$ cat src/rtl/mano_sequencer.sv
// Control sequencer for the basic computer: owns SC, timing decode, D/I latch and S/R/IEN flip-flops.
// All strobes are combinational from state and status inputs; the datapath has no backpressure path.
module mano_sequencer #(
    parameter int DW      = 16,
    parameter int SC_W    = 3,
    parameter int HAS_INT = 1
) (
    input  logic                 clk,
    input  logic                 rst_n,
    input  logic [DW-1:0]        ir,
    input  logic                 ac_zero,
    input  logic                 ac_sign,
    input  logic                 e_flag,
    input  logic                 dr_zero,
    input  logic                 fgi,
    input  logic                 fgo,
    output logic [2**SC_W-1:0]   t,
    output logic [2:0]           bus_sel,
    output logic                 ar_ld,
    output logic                 ar_inr,
    output logic                 ar_clr,
    output logic                 pc_ld,
    output logic                 pc_inr,
    output logic                 pc_clr,
    output logic                 dr_ld,
    output logic                 dr_inr,
    output logic                 ir_ld,
    output logic                 tr_ld,
    output logic                 mem_rd,
    output logic                 mem_wr,
    output logic                 outr_ld,
    output logic                 fgi_clr,
    output logic                 fgo_clr,
    output logic [3:0]           alu_op,
    output logic                 e_clr,
    output logic                 e_cme,
    output logic                 halted
);
    localparam int NT = 2**SC_W;

    localparam logic [2:0] BUS_NONE = 3'd0, BUS_AR = 3'd1, BUS_PC = 3'd2, BUS_DR = 3'd3,
                           BUS_AC = 3'd4, BUS_IR = 3'd5, BUS_TR = 3'd6, BUS_MEM = 3'd7;
    localparam logic [3:0] ALU_AND = 4'd1, ALU_ADD = 4'd2, ALU_LDDR = 4'd3, ALU_INP = 4'd4,
                           ALU_CMA = 4'd5, ALU_CIR = 4'd6, ALU_CIL = 4'd7, ALU_CLR = 4'd8,
                           ALU_INC = 4'd9;

    logic [SC_W-1:0] sc;
    logic [7:0]      d;
    logic            i, s, r, ien;

    logic t0, t1, t2, t3, t4, t5, t6;
    logic sc_clr, s_clr, ien_set, ien_clr, r_clr, r_set, wrap;

    assign t0 = (sc == SC_W'(0));
    assign t1 = (sc == SC_W'(1));
    assign t2 = (sc == SC_W'(2));
    assign t3 = (sc == SC_W'(3));
    assign t4 = (sc == SC_W'(4));
    assign t5 = (sc == SC_W'(5));
    assign t6 = (sc == SC_W'(6));

    assign t      = {{(NT-1){1'b0}}, 1'b1} << sc;
    assign halted = ~s;

    // Interrupt request is only sampled outside the fetch/interrupt T0-T2 window.
    assign r_set = (HAS_INT != 0) && ien && (fgi | fgo) && !(t0 | t1 | t2);
    assign wrap  = (sc == {SC_W{1'b1}}) && !sc_clr;

    always_comb begin
        bus_sel = BUS_NONE;
        ar_ld = 1'b0;  ar_inr = 1'b0;  ar_clr = 1'b0;
        pc_ld = 1'b0;  pc_inr = 1'b0;  pc_clr = 1'b0;
        dr_ld = 1'b0;  dr_inr = 1'b0;  ir_ld  = 1'b0;  tr_ld = 1'b0;
        mem_rd = 1'b0; mem_wr = 1'b0;  outr_ld = 1'b0;
        fgi_clr = 1'b0; fgo_clr = 1'b0;
        alu_op = 4'd0; e_clr = 1'b0;   e_cme = 1'b0;
        sc_clr = 1'b0; s_clr = 1'b0;   ien_set = 1'b0; ien_clr = 1'b0; r_clr = 1'b0;

        if (s) begin
            if (!r) begin
                if (t0) begin bus_sel = BUS_PC; ar_ld = 1'b1; end
                if (t1) begin bus_sel = BUS_MEM; mem_rd = 1'b1; ir_ld = 1'b1; pc_inr = 1'b1; end
                if (t2) begin bus_sel = BUS_IR; ar_ld = 1'b1; end
            end else begin
                if (t0) begin ar_clr = 1'b1; bus_sel = BUS_PC; tr_ld = 1'b1; end
                if (t1) begin bus_sel = BUS_TR; mem_wr = 1'b1; pc_clr = 1'b1; end
                if (t2) begin pc_inr = 1'b1; ien_clr = 1'b1; r_clr = 1'b1; sc_clr = 1'b1; end
            end

            if (t3) begin
                if (d[7]) begin
                    sc_clr = 1'b1;
                    if (!i) begin
                        // Lowest-numbered AC micro-op bit takes priority.
                        if      (ir[5])  alu_op = ALU_INC;
                        else if (ir[6])  alu_op = ALU_CIL;
                        else if (ir[7])  alu_op = ALU_CIR;
                        else if (ir[9])  alu_op = ALU_CMA;
                        else if (ir[11]) alu_op = ALU_CLR;
                        e_clr  = ir[10];
                        e_cme  = ir[8];
                        pc_inr = (ir[4] & ~ac_sign) | (ir[3] & ac_sign) |
                                 (ir[2] & ac_zero)  | (ir[1] & ~e_flag);
                        s_clr  = ir[0];
                    end else begin
                        if (ir[11]) begin alu_op = ALU_INP; fgi_clr = 1'b1; end
                        if (ir[10]) begin bus_sel = BUS_AC; outr_ld = 1'b1; fgo_clr = 1'b1; end
                        pc_inr  = (ir[9] & fgi) | (ir[8] & fgo);
                        ien_set = ir[7];
                        ien_clr = ir[6];
                    end
                end else if (i) begin
                    bus_sel = BUS_MEM; mem_rd = 1'b1; ar_ld = 1'b1;
                end
            end

            if (t4) begin
                if (d[0] | d[1] | d[2] | d[6]) begin bus_sel = BUS_MEM; mem_rd = 1'b1; dr_ld = 1'b1; end
                if (d[3]) begin bus_sel = BUS_AC; mem_wr = 1'b1; sc_clr = 1'b1; end
                if (d[4]) begin bus_sel = BUS_AR; pc_ld = 1'b1; sc_clr = 1'b1; end
                if (d[5]) begin bus_sel = BUS_PC; mem_wr = 1'b1; ar_inr = 1'b1; end
            end

            if (t5) begin
                if (d[0]) begin alu_op = ALU_AND;  sc_clr = 1'b1; end
                if (d[1]) begin alu_op = ALU_ADD;  sc_clr = 1'b1; end
                if (d[2]) begin alu_op = ALU_LDDR; sc_clr = 1'b1; end
                if (d[5]) begin bus_sel = BUS_AR; pc_ld = 1'b1; sc_clr = 1'b1; end
                if (d[6]) dr_inr = 1'b1;
            end

            if (t6 && d[6]) begin
                bus_sel = BUS_DR; mem_wr = 1'b1; pc_inr = dr_zero; sc_clr = 1'b1;
            end
        end
    end

    always_ff @(posedge clk or negedge rst_n) begin
        if (!rst_n) begin
            sc  <= '0;
            d   <= 8'd0;
            i   <= 1'b0;
            s   <= 1'b1;
            r   <= 1'b0;
            ien <= 1'b0;
        end else if (s) begin
            sc <= sc_clr ? '0 : sc + {{(SC_W-1){1'b0}}, 1'b1};
            // A wrap means the flow ran off the end; drop the decode so nothing fires.
            if (wrap) begin
                d <= 8'd0;
                i <= 1'b0;
            end else if (!r && t2) begin
                d <= 8'd1 << ir[DW-2:DW-4];
                i <= ir[DW-1];
            end
            if (s_clr) s <= 1'b0;
            if (HAS_INT != 0) begin
                if (r_clr)      r <= 1'b0;
                else if (r_set) r <= 1'b1;
                if (ien_clr)      ien <= 1'b0;
                else if (ien_set) ien <= 1'b1;
            end
        end
    end
endmodule
$ cat config.mk
export PLATFORM = sky130hd
export DESIGN_NAME = mano_sequencer
export DESIGN_NICKNAME = d
export VERILOG_FILES = /design/src/rtl/mano_sequencer.sv
export SDC_FILE = /design/constraint.sdc
export NUM_CORES = 1
export LEC_CHECK = 0
export BUFFER_PORTS_ARGS = -buffer_cell sky130_fd_sc_hd__buf_4
export CAP_MARGIN = 20
export CORE_MARGIN = 5
export CORE_UTILIZATION = 43
export DETAILED_ROUTE_END_ITERATION = 10
export MAX_ROUTING_LAYER = met4
export PLACE_DENSITY = 0.8
export SYNTH_ARGS = -nofsm -noshare
export SYNTH_HDL_FRONTEND = slang
export SYNTH_SLANG_ARGS = --single-unit
$ cat constraint.sdc
create_clock -name clk -period 1.7 [get_ports clk]
set_input_delay 0.17 -clock clk [delete_from_list [all_inputs] [get_ports clk]]
set_output_delay 0.17 -clock clk [all_outputs]
set_load 0.01 [all_outputs]
==> flow_summary.json, run 1 <==
{
  "status": "finished, violations left",
  "violations": "negative setup slack",
  "min_path_type": "in2reg",
  "powerDensity_mw_per_mm2": 1710,
  "holdPathStages": 2,
  "syn_nets": 208,
  "grt_max_degree": 21,
  "route.detailed.drc": 0,
  "synth.ff_latch_count": 15,
  "syn2layout_area_growth_pct": 84.3,
  "reg2reg_slack_ns": -0.27,
  "slew_headroom_pct": 67.7,
  "cts.sinks": 15,
  "setup_slack_ns": -0.393,
  "async_reset_ff_share_pct": 100,
  "die_w_um": 66.5,
  "io_pins": 57,
  "cp.required_ns": 1.53,
  "gp_congestion": 0.954,
  "dp.cells": 296,
  "synth-simple-area-share_pct": 25.7,
  "crit_type": "reg2out",
  "die_y_um": 66.5,
  "fillers": 198,
  "clkTransAtPathRegs_ns": 0.09,
  "syn_area_per_cell_um2": 7.72,
  "start_util_pct": 45.0,
  "die_area_mm2": 0.00443,
  "instances_no_fill": 312,
  "core_region_area_mm2": 0.00305,
  "hold_start": "ir[0]",
  "synth_top_area_share_pct": 25.5,
  "yosys-top-cells-count": "24 x nand2_1, 16 x inv_1, 16 x nor2_1, 14 x a21oi_1, 14 x dfrtp_1",
  "antenna_found_initial": 0,
  "drt_iter0_markers": 120,
  "synth_area_leaders": "dfrtp_1 26%, nand2_1 6.6%, ha_1 5.5%",
  "ir_worst_vdd_uv": 1140,
  "yosysMostFrequentCell": "nand2_1",
  "fmax_mhz": 478,
  "worstReg2RegStart": "sc[0]$_DFFE_PN0P_",
  "min_period_over_period_pct": 123,
  "post-route-util_pct": 83.0,
  "cts_root_buf": "clkbuf_4",
  "grt_pass1_wl_um": 8530,
  "fin_nets": 299,
  "rows": 20,
  "ys_types": 46,
  "drv_slew": 0,
  "rsz0062_at_grt": "yes",
  "grt_remaining_overflow": 0,
  "synth_ff_type": "dfrtp_1",
  "antenna_left": 0,
  "holdPathEnd": "s$_DFF_PN1_",
  "synth_compound_area_share_pct": 32.3,
  "endpoint_kind": "output pin",
  "vias_per_cell": 5.61,
  "maxCapViolCount": 0,
  "insertion_delay_ns": 0.28,
  "synth_adder_area_share_pct": 5.46,
  "syn_inst": 178,
  "synth_top_area_cell": "dfrtp_1",
  "grt_usage_pct": 25.8,
  "synthMuxAreaShare_pct": 0.729,
  "critPathArrivalTime_ns": 1.92,
  "wire_per_inst_um": 17.3,
  "grt_pass1_vias": 1677,
  "synth_edf_count": 0,
  "finClkSkew_ns": 0.000998,
  "p_leak_nw": 1.17,
  "synth_top_family_by_area": "compound AO/OA/AOI/OAI gates",
  "ys_seq_area_share_pct": 27.4,
  "cts_tree": "done",
  "via_count": 1749,
  "n_antenna_cell": 0,
  "start_kind": "flip-flop",
  "r2r-end": "d[6]$_DFFE_PN0P_",
  "setup_viol": 35,
  "drt-total-wl_um": 5410,
  "numCtsBuffers": 3,
  "port_buffers": 56,
  "tightest_slew_ns": 0.483,
  "p_total_mw": 4.33,
  "dp_hpwl_um": 3580,
  "hold_viol": 0,
  "yosys.area_share.xor_xnor_pct": 0,
  "synth_warnings": 0,
  "synth_area_mm2": 0.00137,
  "firstDrtPassIters": 4,
  "ctsHtreeMaxLevel": 1,
  "drive_above_1_share_pct": 56.0,
  "clockBufferDepth": 2,
  "r2r_cells": 7,
  "min_period_ns": 2.09,
  "crit_fanout": 6
}
layer usage:
layer,vias to the layer above,wire length [µm],GRT usage [%]
li1,829,-,-
met1,819,2250,31.4
met2,87,2610,43.6
met3,14,438,3.04
met4,0,111,9.90
met5,-,0,-
kinds of logic (layout without fill, tap and decap cells):
| group | Yosys count | after routing |
|---|---|---|
| compound gates | 58 | 59 |
| mux | 1 | 1 |
| simple gates | 72 | 72 |
| flops | 15 | 15 |
| buf+inv | 26 | 115 |
| fa+ha+maj | 6 | 6 |
how the worst max path moves through the flow:
stage                      startpoint                to  slack (ns)  cells past startpoint
floorplan           sc[1]$_DFFE_PN0P_  d[5]$_DFFE_PN0P_       0.002                      6
global placement    sc[0]$_DFFE_PN0P_  d[6]$_DFFE_PN0P_       -0.11                      6
detailed placement  sc[1]$_DFFE_PN0P_  d[1]$_DFFE_PN0P_       -0.16                      6
CTS                 sc[1]$_DFFE_PN0P_        bus_sel[1]       -0.37                      7
global route        sc[0]$_DFFE_PN0P_            pc_inr       -0.45                      9
finish              sc[0]$_DFFE_PN0P_        bus_sel[1]       -0.39                      7
area by class of cell:
cell class                 count  area, µm²  area share, %
multi-input combinational    138       1180           46.5
timing repair buffer          95        830           32.8
sequential                    15        380           15.0
tap                           44       55.1           2.17
clock inverter                 1       5.00          0.198
clock buffer                   3       22.5          0.889
inverter                      16       62.6           2.47
sequential cells by signal, summed over array words and instances, names as in the netlist:
signal	cells
d	8
i	1
ien	1
r	1
s	1
sc	3
metrics by stage:
step	cell area, µm²	setup slack [ns]	TNS, ns	hold slack (ns)
floorplan	1420	0.00217	0	-0.126
global placement	2090	-0.108	-1.24	0.0321
detailed placement	2090	-0.163	-1.92	0.0352
CTS	2470	-0.370	-6.24	0.0116
global route	2530	-0.452	-10.30	0.0164
finish	2530	-0.393	-7.91	0.0153
critical path, stage by stage, from the launching register on:
cell and delay [ns]:
dfrtp_2 0.46, ha_4 0.19, ha_4 0.18, and3_4 0.17
a2111oi_4 0.28, o21ai_1 0.11, a21oi_2 0.12, buf_4 0.13
repair_timing:
| action | 4_1_cts | 5_1_grt |
|---|---|---|
| hold buffers | 1 | 0 |
| endpoints found under the setup margin | 38 | 40 |
| endpoints found under the hold margin | 15 | 0 |
| buffers inserted | 10 | 3 |
| resized for setup | 61 | 12 |
| cloned | 1 | 0 |
| pin swaps | 16 | 4 |
report_power, final:
part | switching, mW | internal (mW)
Sequential | 0.248 | 0.538
Clock | 0.120 | 0.0874
Combinational | 1.62 | 1.72
Total | 1.99 | 2.34
placed cells by master, fill, tap and decap left out, types with 5 or more instances in the layout:
master | Yosys | routed
buf_4 | 2 | 73
o21ai_1 | 0 | 5
nor2_1 | 16 | 12
buf_6 | 1 | 17
ha_4 | 0 | 5
inv_1 | 16 | 12
a32o_1 | 5 | 5
nand2_1 | 24 | 22
dfrtp_1 | 14 | 11
a21oi_1 | 14 | 11
Note: power is estimated with default switching activity, not from simulation.
==> run 2: changes to the inputs <==
- clock period: 1.7 -> 1.68 ns (I/O delays scaled with it)
==> flow_summary.json, run 2 (synthesis results as in run 1) <==
{
  "start_kind": "flip-flop",
  "numCtsBuffers": 3,
  "setup_slack_ns": -0.497,
  "min_path_type": "in2reg",
  "rsz0062_at_grt": "yes",
  "min_period_over_period_pct": 130,
  "maxCapViolCount": 0,
  "dp.cells": 299,
  "drv_slew": 0,
  "ir_worst_vdd_uv": 1200,
  "vias_per_cell": 6.11,
  "endpoint_kind": "output pin",
  "crit_type": "reg2out",
  "grt_remaining_overflow": 0,
  "die_area_mm2": 0.00443,
  "hold_viol": 1,
  "grt_pass1_wl_um": 9020,
  "io_pins": 57,
  "cts.sinks": 15,
  "syn2layout_area_growth_pct": 92.6,
  "fmax_mhz": 459,
  "grt_max_degree": 16,
  "die_y_um": 66.5,
  "die_w_um": 66.5,
  "post-route-util_pct": 86.7,
  "crit_fanout": 7,
  "antenna_left": 0,
  "finClkSkew_ns": 0.00150,
  "drive_above_1_share_pct": 59.5,
  "violations": "negative hold slack, negative setup slack",
  "antenna_found_initial": 0,
  "route.detailed.drc": 0,
  "p_leak_nw": 1.22,
  "status": "finished, violations left",
  "powerDensity_mw_per_mm2": 1780,
  "start_util_pct": 45.0,
  "reg2reg_slack_ns": -0.37,
  "grt_pass1_vias": 1822,
  "hold_slack_ns": -0.000397,
  "core_region_area_mm2": 0.00305,
  "final_cell_mix": "79 x buf_4, 23 x buf_6, 22 x nand2_1, 12 x nor2_1",
  "largest_reg_flops": 8,
  "drt-total-wl_um": 6410,
  "cts_tree": "done",
  "firstDrtPassIters": 5,
  "slew_headroom_pct": 69.4,
  "gp_congestion": 0.968,
  "rows": 20,
  "port_buffers": 56,
  "via_count": 1973,
  "fin_nets": 310,
  "holdPathStages": 2,
  "insertion_delay_ns": 0.30,
  "r2r-end": "d[5]$_DFFE_PN0P_",
  "placed_area_mm2": 0.00209,
  "reg.largest.list": "d (8), sc (3)",
  "drt_iter0_markers": 196,
  "grt_usage_pct": 27.5,
  "wire_per_inst_um": 19.8,
  "worstReg2RegStart": "sc[0]$_DFFE_PN0P_",
  "clockBufferDepth": 2,
  "top_register": "d",
  "ctsHtreeMaxLevel": 1,
  "instances_no_fill": 323,
  "fin_area_mm2": 0.00265,
  "dp_hpwl_um": 3650,
  "min_period_ns": 2.18,
  "setup_viol": 38,
  "r2r_cells": 7,
  "clkTransAtPathRegs_ns": 0.09,
  "cts_root_buf": "clkbuf_4",
  "critPathArrivalTime_ns": 2.01,
  "tightest_slew_ns": 0.458,
  "n_antenna_cell": 0,
  "hold_start": "ir[0]",
  "cp.required_ns": 1.51,
  "layout_commonest_cell": "buf_4",
  "holdPathEnd": "s$_DFF_PN1_",
  "pre_cts_slack_ns": -0.162
}
[run 2: through the flow]
step | setup TNS, ns | total power, mW
2_1_floorplan | -0.0119 | 2.11
3_3_place_gp | -1.32 | 3.24
3_5_place_dp | -1.97 | 3.27
4_1_cts | -8.11 | 4.02
5_1_grt | -12.98 | 4.92
6_report | -10.62 | 4.70
[run 2: repair_timing]
action,in CTS,in global routing
endpoints found under the setup margin,38,42
endpoints found under the hold margin,15,0
resized for setup,50,34
hold buffers,1,0
pin swaps,20,11
buffers inserted,11,7
cloned,1,0
[run 2: how the worst max path moves through the flow]
stage          slack [ns]  depth (start not counted)               end         startpoint
3_3_place_gp        -0.12                          6  d[2]$_DFFE_PN0P_  sc[1]$_DFFE_PN0P_
2_1_floorplan       -0.01                          6        bus_sel[1]  sc[0]$_DFFE_PN0P_
5_1_grt             -0.55                          7        bus_sel[0]  sc[0]$_DFFE_PN0P_
3_5_place_dp        -0.16                          6  d[3]$_DFFE_PN0P_  sc[1]$_DFFE_PN0P_
4_1_cts             -0.41                          7        bus_sel[1]  sc[0]$_DFFE_PN0P_
6_report            -0.50                          7        bus_sel[0]  sc[0]$_DFFE_PN0P_
[run 2: area by class of cell]
| type | count | area (µm²) |
|---|---|---|
| multi-input combinational | 138 | 1190 |
| sequential | 15 | 380 |
| tap | 44 | 55.1 |
| timing repair buffer | 106 | 922 |
| clock inverter | 1 | 5.00 |
| inverter | 16 | 67.6 |
| fill | 161 | 407 |
| clock buffer | 3 | 22.5 |
[run 2: power by group]
group          total, mW  internal, mW  switching [mW]  leakage [nW]
Sequential         0.844         0.544           0.300         0.193
Clock              0.219        0.0890           0.130        0.0177
Combinational       3.64          1.86            1.79          1.00
[run 2: critical path: stages, from the launching register on]
cell	delay (ns)
dfrtp_2	0.46
inv_2	0.14
ha_4	0.20
a22o_1	0.20
nand2_1	0.11
nor3b_2	0.18
a311oi_2	0.26
buf_4	0.16
[run 2: layer usage]
metal	part of all wire [%]	vias to the layer above	global-route usage, %
li1	-	853	-
met1	37	922	31.9
met2	49	163	47.1
met3	9.5	35	3.71
met4	4.4	0	12.2
met5	0	-	-
